## config.mk

```make
export PLATFORM = sky130hd
export DESIGN_NAME = seq_magnitude_comparator
export DESIGN_NICKNAME = d
export VERILOG_FILES = /design/src/rtl/seq_magnitude_comparator_pkg.sv /design/src/rtl/digit_comparator.sv /design/src/rtl/seq_magnitude_comparator.sv
export SDC_FILE = /design/constraint.sdc
export NUM_CORES = 1
export LEC_CHECK = 0
export ABC_CLOCK_PERIOD_IN_PS = 3700
export BUFFER_PORTS_ARGS = -buffer_cell sky130_fd_sc_hd__buf_4
export CORE_MARGIN = 10
export CORE_UTILIZATION = 25
export DETAILED_ROUTE_END_ITERATION = 10
export GPL_TIMING_DRIVEN = 0
export HOLD_SLACK_MARGIN = 0.08
export PLACE_DENSITY = 0.5
export SYNTH_ARGS = -nofsm -noshare
export SYNTH_HDL_FRONTEND = slang
export SYNTH_SLANG_ARGS = --single-unit
export TNS_END_PERCENT = 5
```

## constraint.sdc

```tcl
create_clock -name clk -period 3.7 [get_ports clk]
set_input_delay 0.74 -clock clk [delete_from_list [all_inputs] [get_ports clk]]
set_output_delay 0.74 -clock clk [all_outputs]
set_load 0.02 [all_outputs]
```

## src/rtl/seq_magnitude_comparator_pkg.sv

```systemverilog
// Shared types and constants for the sequential magnitude comparator.
// FSM state encoding and bit positions of the registered result vector.
package seq_magnitude_comparator_pkg;

   typedef enum logic [1:0] {
      ST_IDLE = 2'd0,
      ST_CMP  = 2'd1,
      ST_DONE = 2'd2
   } state_t;

   // Result vector is {gt, eq, lt}
   localparam int R_GT = 2;
   localparam int R_EQ = 1;
   localparam int R_LT = 0;

   typedef logic [2:0] result_t;

endpackage

```

## src/rtl/digit_comparator.sv

```systemverilog
// Combinational unsigned compare of one DIGIT-bit slice of each operand.
module digit_comparator #(
   parameter int DIGIT = 2
) (
   input  logic [DIGIT-1:0] x,
   input  logic [DIGIT-1:0] y,
   output logic             x_gt,
   output logic             x_eq,
   output logic             x_lt
);

   assign x_gt = (x > y);
   assign x_eq = (x == y);
   assign x_lt = (x < y);

endmodule

```

## src/rtl/seq_magnitude_comparator.sv

```systemverilog
// Multi-cycle magnitude comparator: scans operands MSB-first, DIGIT bits per
// cycle, and stops at the first differing digit.
module seq_magnitude_comparator
   import seq_magnitude_comparator_pkg::*;
#(
   parameter int WIDTH = 8,
   parameter int DIGIT = 2
) (
   input  logic             clk,
   input  logic             rst,
   input  logic             start,
   input  logic             is_signed,
   input  logic [WIDTH-1:0] a,
   input  logic [WIDTH-1:0] b,
   output logic             busy,
   output logic             done,
   output logic             gt,
   output logic             eq,
   output logic             lt
);

   localparam int NDIG  = WIDTH / DIGIT;
   localparam int CNT_W = (NDIG > 1) ? $clog2(NDIG) : 1;
   localparam logic [CNT_W-1:0] CNT_LOAD = CNT_W'(NDIG - 1);
   localparam logic [CNT_W-1:0] CNT_ONE  = CNT_W'(1);

   state_t           state, state_next;
   result_t          res, res_next;
   logic [WIDTH-1:0] sa, sb;
   logic [WIDTH-1:0] sign_flip;
   logic [CNT_W-1:0] cnt;
   logic             load, shift;
   logic             d_gt, d_eq, d_lt;

   digit_comparator #(.DIGIT(DIGIT)) u_digit (
      .x    (sa[WIDTH-1 -: DIGIT]),
      .y    (sb[WIDTH-1 -: DIGIT]),
      .x_gt (d_gt),
      .x_eq (d_eq),
      .x_lt (d_lt)
   );

   // Flipping the sign bit maps two's-complement order onto unsigned order.
   always_comb begin
      sign_flip            = '0;
      sign_flip[WIDTH-1]   = is_signed;
   end

   always_comb begin
      // NOTE: every output of this block gets a default first, so no path can infer a latch.
      state_next = state;
      res_next   = res;
      load       = 1'b0;
      shift      = 1'b0;
      unique case (state)
         ST_IDLE: begin
            if (start) begin
               state_next = ST_CMP;
               res_next   = '0;
               load       = 1'b1;
            end
         end
         ST_CMP: begin
            if (!d_eq) begin
               res_next       = '0;
               res_next[R_GT] = d_gt;
               res_next[R_LT] = d_lt;
               state_next     = ST_DONE;
            end else if (cnt == '0) begin
               res_next       = '0;
               res_next[R_EQ] = 1'b1;
               state_next     = ST_DONE;
            end else begin
               shift = 1'b1;
            end
         end
         ST_DONE: state_next = ST_IDLE;
         default: state_next = ST_IDLE;
      endcase
   end

   // NOTE: sequential state is updated with non-blocking assignments only.
   always_ff @(posedge clk) begin
      if (rst) begin
         state <= ST_IDLE;
         res   <= '0;
      end else begin
         state <= state_next;
         res   <= res_next;
      end
   end

   // NOTE: operand shifters and counter carry no reset; they are always reloaded before use.
   always_ff @(posedge clk) begin
      if (load) begin
         sa  <= a ^ sign_flip;
         sb  <= b ^ sign_flip;
         cnt <= CNT_LOAD;
      end else if (shift) begin
         sa  <= sa << DIGIT;
         sb  <= sb << DIGIT;
         cnt <= cnt - CNT_ONE;
      end
   end

   assign busy = (state != ST_IDLE);
   assign done = (state == ST_DONE);
   assign gt   = res[R_GT];
   assign eq   = res[R_EQ];
   assign lt   = res[R_LT];

endmodule

```

==> impl_metrics.csv, run 1 <==
group,metric,value,unit
synth,syn_area_per_cell,13.11,um2
clock_tree,cts.reportedPaths.clkPinSlew,80,ps
clock_tree,clockBufferDepth,2,
power,sequentialPowerShare,50.9,%
floorplan,core.rowCount,24,
power,p_int,504.1,uW
clock_tree,hold_buffers,0,
placement,place.gp.congestion,0.6981,
synth,synth_xor_area_share,1.591,%
clock_tree,cts_root_buffer,"clkbuf_8",
final_layout,fin_nets,136,
power,p_comb_share,26.6,%
global_route,antenna_found_initial,0,
run_status,status,"finished, final reports clean",
power,net-switching-power,180.0,uW
floorplan,initial_utilization,25.46,%
floorplan,die_h,86.37,um
routing,vias_per_cell,4.262,
synth,syn_area,0.001101,mm2
global_route,grt-ovfl-total,0,
critical_path,rrSetupSlack,1530,ps
flow_run,max_cap_viol_count,0,
synth,synth_top_family_by_area,"multiplexers",
sta,post-route-period-util,58.64,%
clock_tree,tritoncts,"built",
routing,finalWirelength,1876,um
sta,rsz0062_at_grt,"no",
synth,synth_fa_ha_area_share,3.409,%
sta,slew_headroom,45.86,%
synth,seq_area_frac_synth,56.36,%
synth,synth_warnings,0,
critical_path,endpoint_kind,"register",
critical_path,criticalPathCategory,"register to register",
placement,place_area,0.001346,mm2
power,p_clk_share,22.5,%
min_path,hp-class,"register to register",
routing,drtPass1Iterations,4,
synth,synth_seq_cells,23,
critical_path,worstPathArrival,2060,ps
final_layout,layout_commonest_cell,"buf_4",
clock_tree,ctsResizeCount,0,
final_layout,area_growth,26.70,%
final_layout,drive_gt1_share,40.18,%
global_route,track_usage,5.405,%
sta,skew,8.003,ps
floorplan,die_area,0.007459,mm2
synth,synth_nets,107,
synth,synth_compound_area_share,8.409,%
critical_path,crit_slowest_cell,"nor2_2",
sta,worst_slew_pin_slew,811.2,ps
routing,vias,699,
floorplan,ios,25,
routing,ant_nets,0,
final_layout,diodes,0,
power,p_leak,0.5879,nW
sta,slew_violations,0,
critical_path,path_buf_inv,1,
clock_tree,clock_latency,260,ps
global_route,grt_pass1_vias,760,
placement,placed_cells,160,
routing,drc,0,
final_layout,final_cell_mix,"buf_4, edfxtp_1, inv_1, mux2_2, dfxtp_1",
power,ir_drop,0.3435,mV
synth,netlist-cell-type-count,28,
synth,synthMuxAreaShare,12.73,%
placement,port-buffer-count,24,
placement,hpwl,1461,um
sta,tns,0,ps
sta,final-setup-viol-count,0,
clock_tree,htreeDepth,1,
floorplan,core_area,0.004324,mm2
synth,syn-instance-count,84,
critical_path,crit_chain,"ha_1, and3b_1, buf_2, mux2i_1, nor2_2",
critical_path,crit_fanout,16,
global_route,grt_pass1_wl,3270,um
critical_path,critPathTopFamily,"simple AND/OR/NAND/NOR gates",
final_layout,design_area,0.001395,mm2
critical_path,max_stage_delay,630,ps
sta,fmax,460.9,MHz
power,power_density,490.4,mW/mm2
sta,hold_viol,0,
floorplan,die_w,86.37,um
global_route,grt_max_degree,17,
power,swShare,26.31,%
routing,wl_per_cell,11.44,um
sta,hold_ws,476.8,ps
synth,synth-simple-area-share,10.11,%
routing,drt_iter0_drc,24,
clock_tree,clkSinkCount,23,
final_layout,final_cells,164,
final_layout,final_core_util,32.26,%
critical_path,start_kind,"register",
sta,min_period,2170,ps
clock_tree,cts_buffers,3,
critical_path,required,3590,ps
clock_tree,cts_setup_buffers,0,
## routing by layer
| layer | vias up | track usage (%) | part of all wire [%] |
|---|---|---|---|
| li1 | 355 | - | - |
| met1 | 323 | 5.217 | 40 |
| met2 | 19 | 9.128 | 48 |
| met3 | 2 | 3.565 | 11 |
| met4 | 0 | 1.767 | 0.75 |
| met5 | - | 0 | 0 |
## tightest hold or removal path, stage by stage (launching register included)
cell,delay [ps]
dfxtp_1,310
inv_1,40
o32ai_1,70
## cell type report
type / count / area (um2)
Timing Repair Buffer: 24 / 180.2
Fill cell: 462 / 2929
Tap cell: 52 / 65.06
Sequential cell: 23 / 620.6
Buffer: 4 / 47.55
Clock inverter: 1 / 5.005
Inverter: 9 / 33.78
Clock buffer: 3 / 41.29
Multi-Input combinational cell: 48 / 401.6
## cell families after synthesis
family,after synthesis
XOR/XNOR,2
multiplexers,12
buffers and inverters,13
adder cells (fa/ha/maj),3
flip-flops,23
AO/OA/AOI/OAI,13
AND/OR/NAND/NOR,18
## worst paths after layout
check	from	cells past startpoint	to
hold / removal	res[0]	2	res[0]
setup / recovery	sa[7]	5	sb[7]
hold reg to reg	res[0]	2	res[0]
setup reg to reg	sa[7]	5	sb[7]
## flip-flops by register name, summed over array words and instances (netlist names)
signal	count
cnt	2
res	3
sb	8
state	2
sa	8
## synthesized netlist by cell type
library cell / instances / area share, %
nor3b_2: 1 / 1.1
mux2_2: 8 / 8.2
nor2_1: 4 / 1.4
and3b_1: 1 / 0.80
xnor2_1: 2 / 1.6
nor3_1: 2 / 0.91
buf_2: 1 / 0.45
inv_1: 9 / 3.1
a21o_1: 1 / 0.68
a21oi_1: 4 / 1.8
or2_2: 1 / 0.57
mux2i_1: 2 / 1.8
nand2b_1: 3 / 1.7
dfxtp_1: 7 / 13
nand4b_1: 1 / 0.80
o21ba_1: 1 / 0.91
nor2b_1: 1 / 0.57
buf_12: 1 / 1.8
edfxtp_1: 16 / 44
a211o_1: 1 / 0.80
a31oi_1: 1 / 0.57
a21boi_1: 1 / 0.68
o32ai_1: 3 / 2.4
ha_1: 3 / 3.4
and2_1: 4 / 2.3
o22ai_1: 1 / 0.57
mux2_4: 2 / 2.7
buf_6: 2 / 2.0
## metrics by stage
stage | total power [mW] | setup slack, ps
global placement | 0.5373 | 1122
CTS | 0.6949 | 1090
global route | 0.7310 | 1368
floorplan | 0.4880 | 1536
detailed placement | 0.5397 | 1108
finish | 0.6841 | 1530
## power by group through the flow
stage / logic (mW) / clock network [mW] / registers, mW
6_report: 0.182 / 0.154 / 0.348
5_1_grt: 0.205 / 0.171 / 0.355
4_1_cts: 0.185 / 0.160 / 0.350
3_5_place_dp: 0.184 / 0 / 0.355
3_3_place_gp: 0.183 / 0 / 0.354
2_1_floorplan: 0.134 / 0 / 0.354
(Power assumes the default switching activity.)
==> run 2, diff against run 1 <==
- ABC_AREA: unset -> 1
- ABC_CLOCK_PERIOD_IN_PS: 3700 -> 1900
- PLACE_DENSITY: 0.5 -> 0.52
- clock period: 3.7 -> 1.9 ns (I/O delays scaled with it)
==> run 2 against run 1 <==
  * Area after synthesis shrank 4.5%
  * Clock-buffer cell count unchanged
  * Clock skew is 4.3 ps lower
  * Non-clock buffer count shrank 2
  * Sequential share of layout area increased by 1.7 points
  * Register-to-register slack lost 1300 ps
  * Maximum frequency grew 26%
  * Routed wire length grew 10%
  * Largest power group unchanged
  * Highest routed layer unchanged
==> impl_metrics.csv, run 2 <==
group,metric,value,unit
routing,wl_per_cell,10.75,um
clock_tree,cts_setup_buffers,0,
final_layout,drive_gt1_share,26.76,%
floorplan,core_area,0.004029,mm2
clock_tree,clock_latency,260,ps
final_layout,diodes,0,
critical_path,worstPathArrival,1640,ps
final_layout,final_cell_mix,"nand2_1, buf_4, edfxtp_1, inv_1, nor2_1",
final_layout,regArea,620.6,um2
power,power.total,1.220,mW
final_layout,reg.largest.list,"sa (8), sb (8), res (3)",
power,swShare,27.42,%
synth,netlist-cell-type-count,15,
synth,synth_seq_cells,23,
floorplan,die_h,84.84,um
global_route,track_usage,5.950,%
routing,vias_per_cell,4.073,
synth,yosys.area.top_type_share,45.71,%
final_layout,multi_input_area,346.6,um2
clock_tree,cts.reportedPaths.clkPinSlew,80,ps
sta,slew_headroom,73.64,%
synth,synth_ff_type,"edfxtp_1",
floorplan,die_area,0.007198,mm2
sta,tns,0,ps
sta,skew,3.751,ps
synth,syn_area,0.001051,mm2
final_layout,design_area,0.001343,mm2
final_layout,area_growth,27.74,%
routing,drc,0,
routing,vias,782,
placement,place_area,0.001294,mm2
critical_path,required,1820,ps
global_route,grt_pass1_vias,819,
placement,hpwl,1600,um
clock_tree,hold_buffers,0,
critical_path,crit_fanout,16,
global_route,antenna_found_initial,0,
power,p_clk_share,24.4,%
clock_tree,ctsResizeCount,1,
power,p_leak,0.6435,nW
synth,yosys.area.top_type,"edfxtp_1",
critical_path,endpoint_kind,"register",
routing,finalWirelength,2064,um
clock_tree,cts_root_buffer,"clkbuf_8",
routing,ant_nets,0,
sta,rsz0062_at_grt,"no",
power,sequentialPowerShare,53.4,%
critical_path,rrSetupSlack,180,ps
clock_tree,tritoncts,"built",
synth,async_flop_share,0,%
synth,synth_warnings,0,
synth,synth_nets,137,
sta,worst_slew_pin_slew,394.1,ps
min_path,whs_path_depth,2,
floorplan,core.rowCount,23,
flow_run,max_cap_viol_count,0,
clock_tree,clkSinkCount,23,
final_layout,n_fill_cell,433,
power,p_int,885.5,uW
global_route,grt_max_degree,17,
power,net-switching-power,334.5,uW
floorplan,die_w,84.84,um
placement,port-buffer-count,24,
sta,fmax,582.4,MHz
power,p_comb_share,22.2,%
final_layout,fin_nets,166,
clock_tree,cts_buffers,3,
floorplan,ios,25,
run_status,status,"finished, final reports clean",
synth,syn-instance-count,114,
global_route,grt-ovfl-total,0,
min_path,hp-class,"primary input to register",
routing,drtPass1Iterations,4,
synth,syn_area_per_cell,9.219,um2
power,ir_drop,0.3600,mV
sta,slew_violations,0,
final_layout,layout_commonest_cell,"nand2_1",
floorplan,initial_utilization,26.09,%
power,power_density,908.7,mW/mm2
global_route,grt_pass1_wl,3581,um
synth,synth-edff-count,16,
sta,final-setup-viol-count,0,
sta,post-route-period-util,90.38,%
sta,fin_ws,182.8,ps
synth,seq_area_frac_synth,59.05,%
clock_tree,clockBufferDepth,2,
clock_tree,htreeDepth,1,
synth,synth_area_leaders,"edfxtp_1, nand2_1, dfxtp_1, inv_1, ha_1",
sta,hold_viol,0,
critical_path,criticalPathCategory,"register to register",
synth,synth_common_cells,"nand2_1, edfxtp_1, inv_1, nor2_1",
placement,dp_slack,-70.85,ps
placement,place.gp.congestion,0.7281,
synth,synth.most_common_cell,"nand2_1",
sta,min_period,1717,ps
critical_path,worst-r2r-cell-count,5,
routing,drt_iter0_drc,28,
critical_path,start_kind,"register",
-- run 2: layout make-up --
cell class                 instances  share of cell area [%]
buffer                             2                   1.678
clock buffer                       3                   3.075
clock inverter                     1                  0.3728
inverter                          17                   4.753
multi-input combinational         72                   25.82
sequential                        23                   46.23
tap                               50                   4.660
timing repair buffer              24                   13.42
-- run 2: final timing paths --
| path | end | startpoint |
|---|---|---|
| setup / recovery | sb[7] | sa[7] |
| hold / removal | state[0] | rst |
| setup reg to reg | sb[7] | sa[7] |
| hold reg to reg | cnt[0] | cnt[0] |
-- run 2: worst max-delay path, cell delays in order, from the launching register on --
cell and delay (ps):
edfxtp_1 380, ha_1 330, nand3_1 120, nor2_2 160, inv_2 80, nand2_2 310
-- run 2: kinds of logic (layout without fill, tap and decap cells) --
family                   count (synthesis)  in the layout  share of synthesized area (%)
XOR/XNOR                                 2              2                          1.667
adder cells (fa/ha/maj)                  3              3                          3.572
flip-flops                              23             23                          59.05
AND/OR/NAND/NOR                         60             60                          23.81
AO/OA/AOI/OAI                            7              7                          3.691
buffers and inverters                   19             47                          8.214
-- run 2: metal layers --
metal / global-route usage [%] / part of all wire [%] / vias up
met5: 0 / 0 / -
met4: 0.8982 / 0.34 / 0
met3: 4.302 / 11 / 2
met2: 9.266 / 44 / 23
met1: 6.574 / 44 / 342
li1: - / - / 415
-- run 2: stage by stage --
| stage | cells | utilization (%) | hold slack [ps] |
|---|---|---|---|
| floorplan | 114 | - | 428.9 |
| CTS | 192 | 33.32 | 296.7 |
| global route | 192 | 33.32 | 298.8 |
| global placement | 188 | 32.11 | 438.9 |
| finish | 192 | 33.32 | 304.3 |
| detailed placement | 188 | 32.11 | 451.5 |
-- run 2: power groups by stage --
stage | combinational (mW) | sequential [mW] | clock (mW)
after floorplan | 0.181 | 0.663 | 0
final | 0.270 | 0.652 | 0.298
after detailed placement | 0.274 | 0.665 | 0
after global placement | 0.267 | 0.661 | 0
after CTS | 0.278 | 0.652 | 0.314
after global routing | 0.316 | 0.658 | 0.343
==> run 3, diff against run 2 <==
- SETUP_SLACK_MARGIN: unset -> 0.4
==> run 3 against run 2 <==
  * Sequential share of layout area decreased by 2.4 points
  * Worst setup slack improved by 300 ps
  * Critical endpoint is now sb[6]
  * Clock-buffer cell count unchanged
==> impl_metrics.csv, run 3 (synthesis gave the netlist of run 2 again) <==
group,metric,value,unit
placement,place.gp.congestion,0.7212,
clock_tree,hold_buffers,0,
sta,skew,4.907,ps
critical_path,crit_cells,5,
sta,min_period,1413,ps
critical_path,critPathTopFamily,"flip-flops",
routing,finalWirelength,2174,um
placement,port-buffer-count,24,
routing,vias,815,
final_layout,final_cell_mix,"nand2_1, buf_4, edfxtp_1, inv_1, nor2_1",
critical_path,path_buf_inv,1,
clock_tree,tritoncts,"built",
floorplan,core.rowCount,23,
global_route,track_usage,6.234,%
floorplan,ios,25,
power,sequentialPowerShare,50.9,%
floorplan,die_area,0.007198,mm2
sta,worst_slew_pin_slew,173.5,ps
critical_path,worst-r2r-cell-count,5,
global_route,grt-ovfl-total,0,
placement,placed_cells,188,
critical_path,worstPathArrival,1400,ps
global_route,grt_max_degree,14,
routing,ant_nets,0,
clock_tree,clock_latency,270,ps
sta,slew_violations,0,
power,power_density,904.3,mW/mm2
routing,wl_per_cell,11.15,um
clock_tree,clkSinkCount,23,
final_layout,final_cells,195,
power,swShare,28.96,%
power,p_leak,0.6664,nW
sta,slew_headroom,88.42,%
power,ir_drop,0.4061,mV
sta,hold_viol,0,
floorplan,core_area,0.004029,mm2
clock_tree,cts_buffers,3,
critical_path,crit_chain,"ha_4, nand3_2, nor2_4, inv_4, nand2_8",
power,p_clk_share,24.4,%
final_layout,fin_nets,169,
power,p_int,909.9,uW
min_path,hp-class,"primary input to register",
floorplan,initial_utilization,26.09,%
critical_path,max_stage_delay,420,ps
routing,drt_iter0_drc,37,
floorplan,die_h,84.84,um
clock_tree,cts.reportedPaths.clkPinSlew,80,ps
final_layout,drive_gt1_share,29.66,%
clock_tree,htreeDepth,1,
sta,hold_ws,296.1,ps
sta,fmax,707.6,MHz
flow_run,max_cap_viol_count,0,
critical_path,criticalPathCategory,"register to register",
critical_path,crit_slowest_cell,"edfxtp_1",
floorplan,die_w,84.84,um
power,net-switching-power,370.9,uW
run_status,status,"finished, final reports clean",
min_path,whs_path_depth,2,
critical_path,required,1890,ps
global_route,grt_pass1_wl,3698,um
final_layout,diodes,0,
sta,rsz0062_at_grt,"no",
final_layout,n_fill_cell,434,
global_route,grt_pass1_vias,829,
clock_tree,cts_root_buffer,"clkbuf_8",
sta,fin_ws,486.7,ps
critical_path,crit_fanout,8,
sta,post-route-period-util,74.38,%
sta,tns,0,ps
final_layout,reg.largest.list,"sa (8), sb (8), res (3)",
critical_path,start_kind,"register",
clock_tree,clockBufferDepth,2,
routing,drtPass1Iterations,4,
critical_path,endpoint_kind,"register",
placement,dp_slack,334.7,ps
routing,drc,0,
global_route,antenna_found_initial,0,
power,p_comb_share,24.7,%
sta,final-setup-viol-count,0,
final_layout,layout_commonest_cell,"nand2_1",
final_layout,area_growth,34.76,%
placement,hpwl,1616,um
routing,vias_per_cell,4.179,
-- run 3: changes by cell type in the layout (fill, tap and decap cells not counted) --
cell	delta
nor2_4	+1
inv_4	+1
ha_1	-1
nand2_2	-1
ha_4	+1
nand3_2	+1
buf_4	+2
nor2_2	-1
nand2_8	+2
inv_2	-1
nand3_1	-1
-- run 3: stage by stage --
step / util (%) / total power [mW] / cell area (um2)
floorplan: - / 0.8476 / 1059
global placement: 32.30 / 0.9329 / 1301
detailed placement: 32.30 / 0.9417 / 1301
CTS: 35.03 / 1.289 / 1411
global route: 35.16 / 1.360 / 1416
finish: 35.16 / 1.281 / 1416
-- run 3: layout make-up --
type                    count  area [um2]  area share, %
flip-flops and latches     23       620.6          43.82
multi-input cells          73       402.9          28.45
repair buffers             26       195.2          13.78
inverters                  17       66.31          4.682
well taps                  50       62.56          4.417
clock buffers               3       41.29          2.915
plain buffers               2       22.52          1.590
clock inverters             1       5.005         0.3534
-- run 3: path summary, 6_finish.rpt --
kind | start | end | slack (ps)
worst min-delay path | rst | state[0] | 300
worst min register to register | cnt[1] | cnt[1] | 470
worst max register to register | sa[7] | sb[6] | 490
worst max-delay path | sa[7] | sb[6] | 490
-- run 3: power by group through the flow --
stage,combinational [mW],sequential [mW],clock [mW]
2_1_floorplan,0.185,0.662,0
5_1_grt,0.364,0.658,0.337
6_report,0.317,0.652,0.312
4_1_cts,0.319,0.653,0.317
3_3_place_gp,0.273,0.660,0
3_5_place_dp,0.279,0.663,0
-- run 3: layer usage --
metal / wire [um] / vias up / GRT usage (%) / share of wire (%)
met3: 237 / 5 / 3.920 / 11
met1: 917 / 360 / 6.822 / 42
li1: - / 423 / - / -
met5: 0 / - / 0 / 0
met2: 991 / 27 / 9.815 / 46
met4: 27 / 0 / 1.796 / 1.2
-- run 3: timing repair --
action / in CTS / in global routing
setup endpoints to repair: 16 / 17
pin swaps: 4 / 1
setup buffers: 2 / 0
gates cloned: 1 / 0
gates resized for setup: 5 / 1
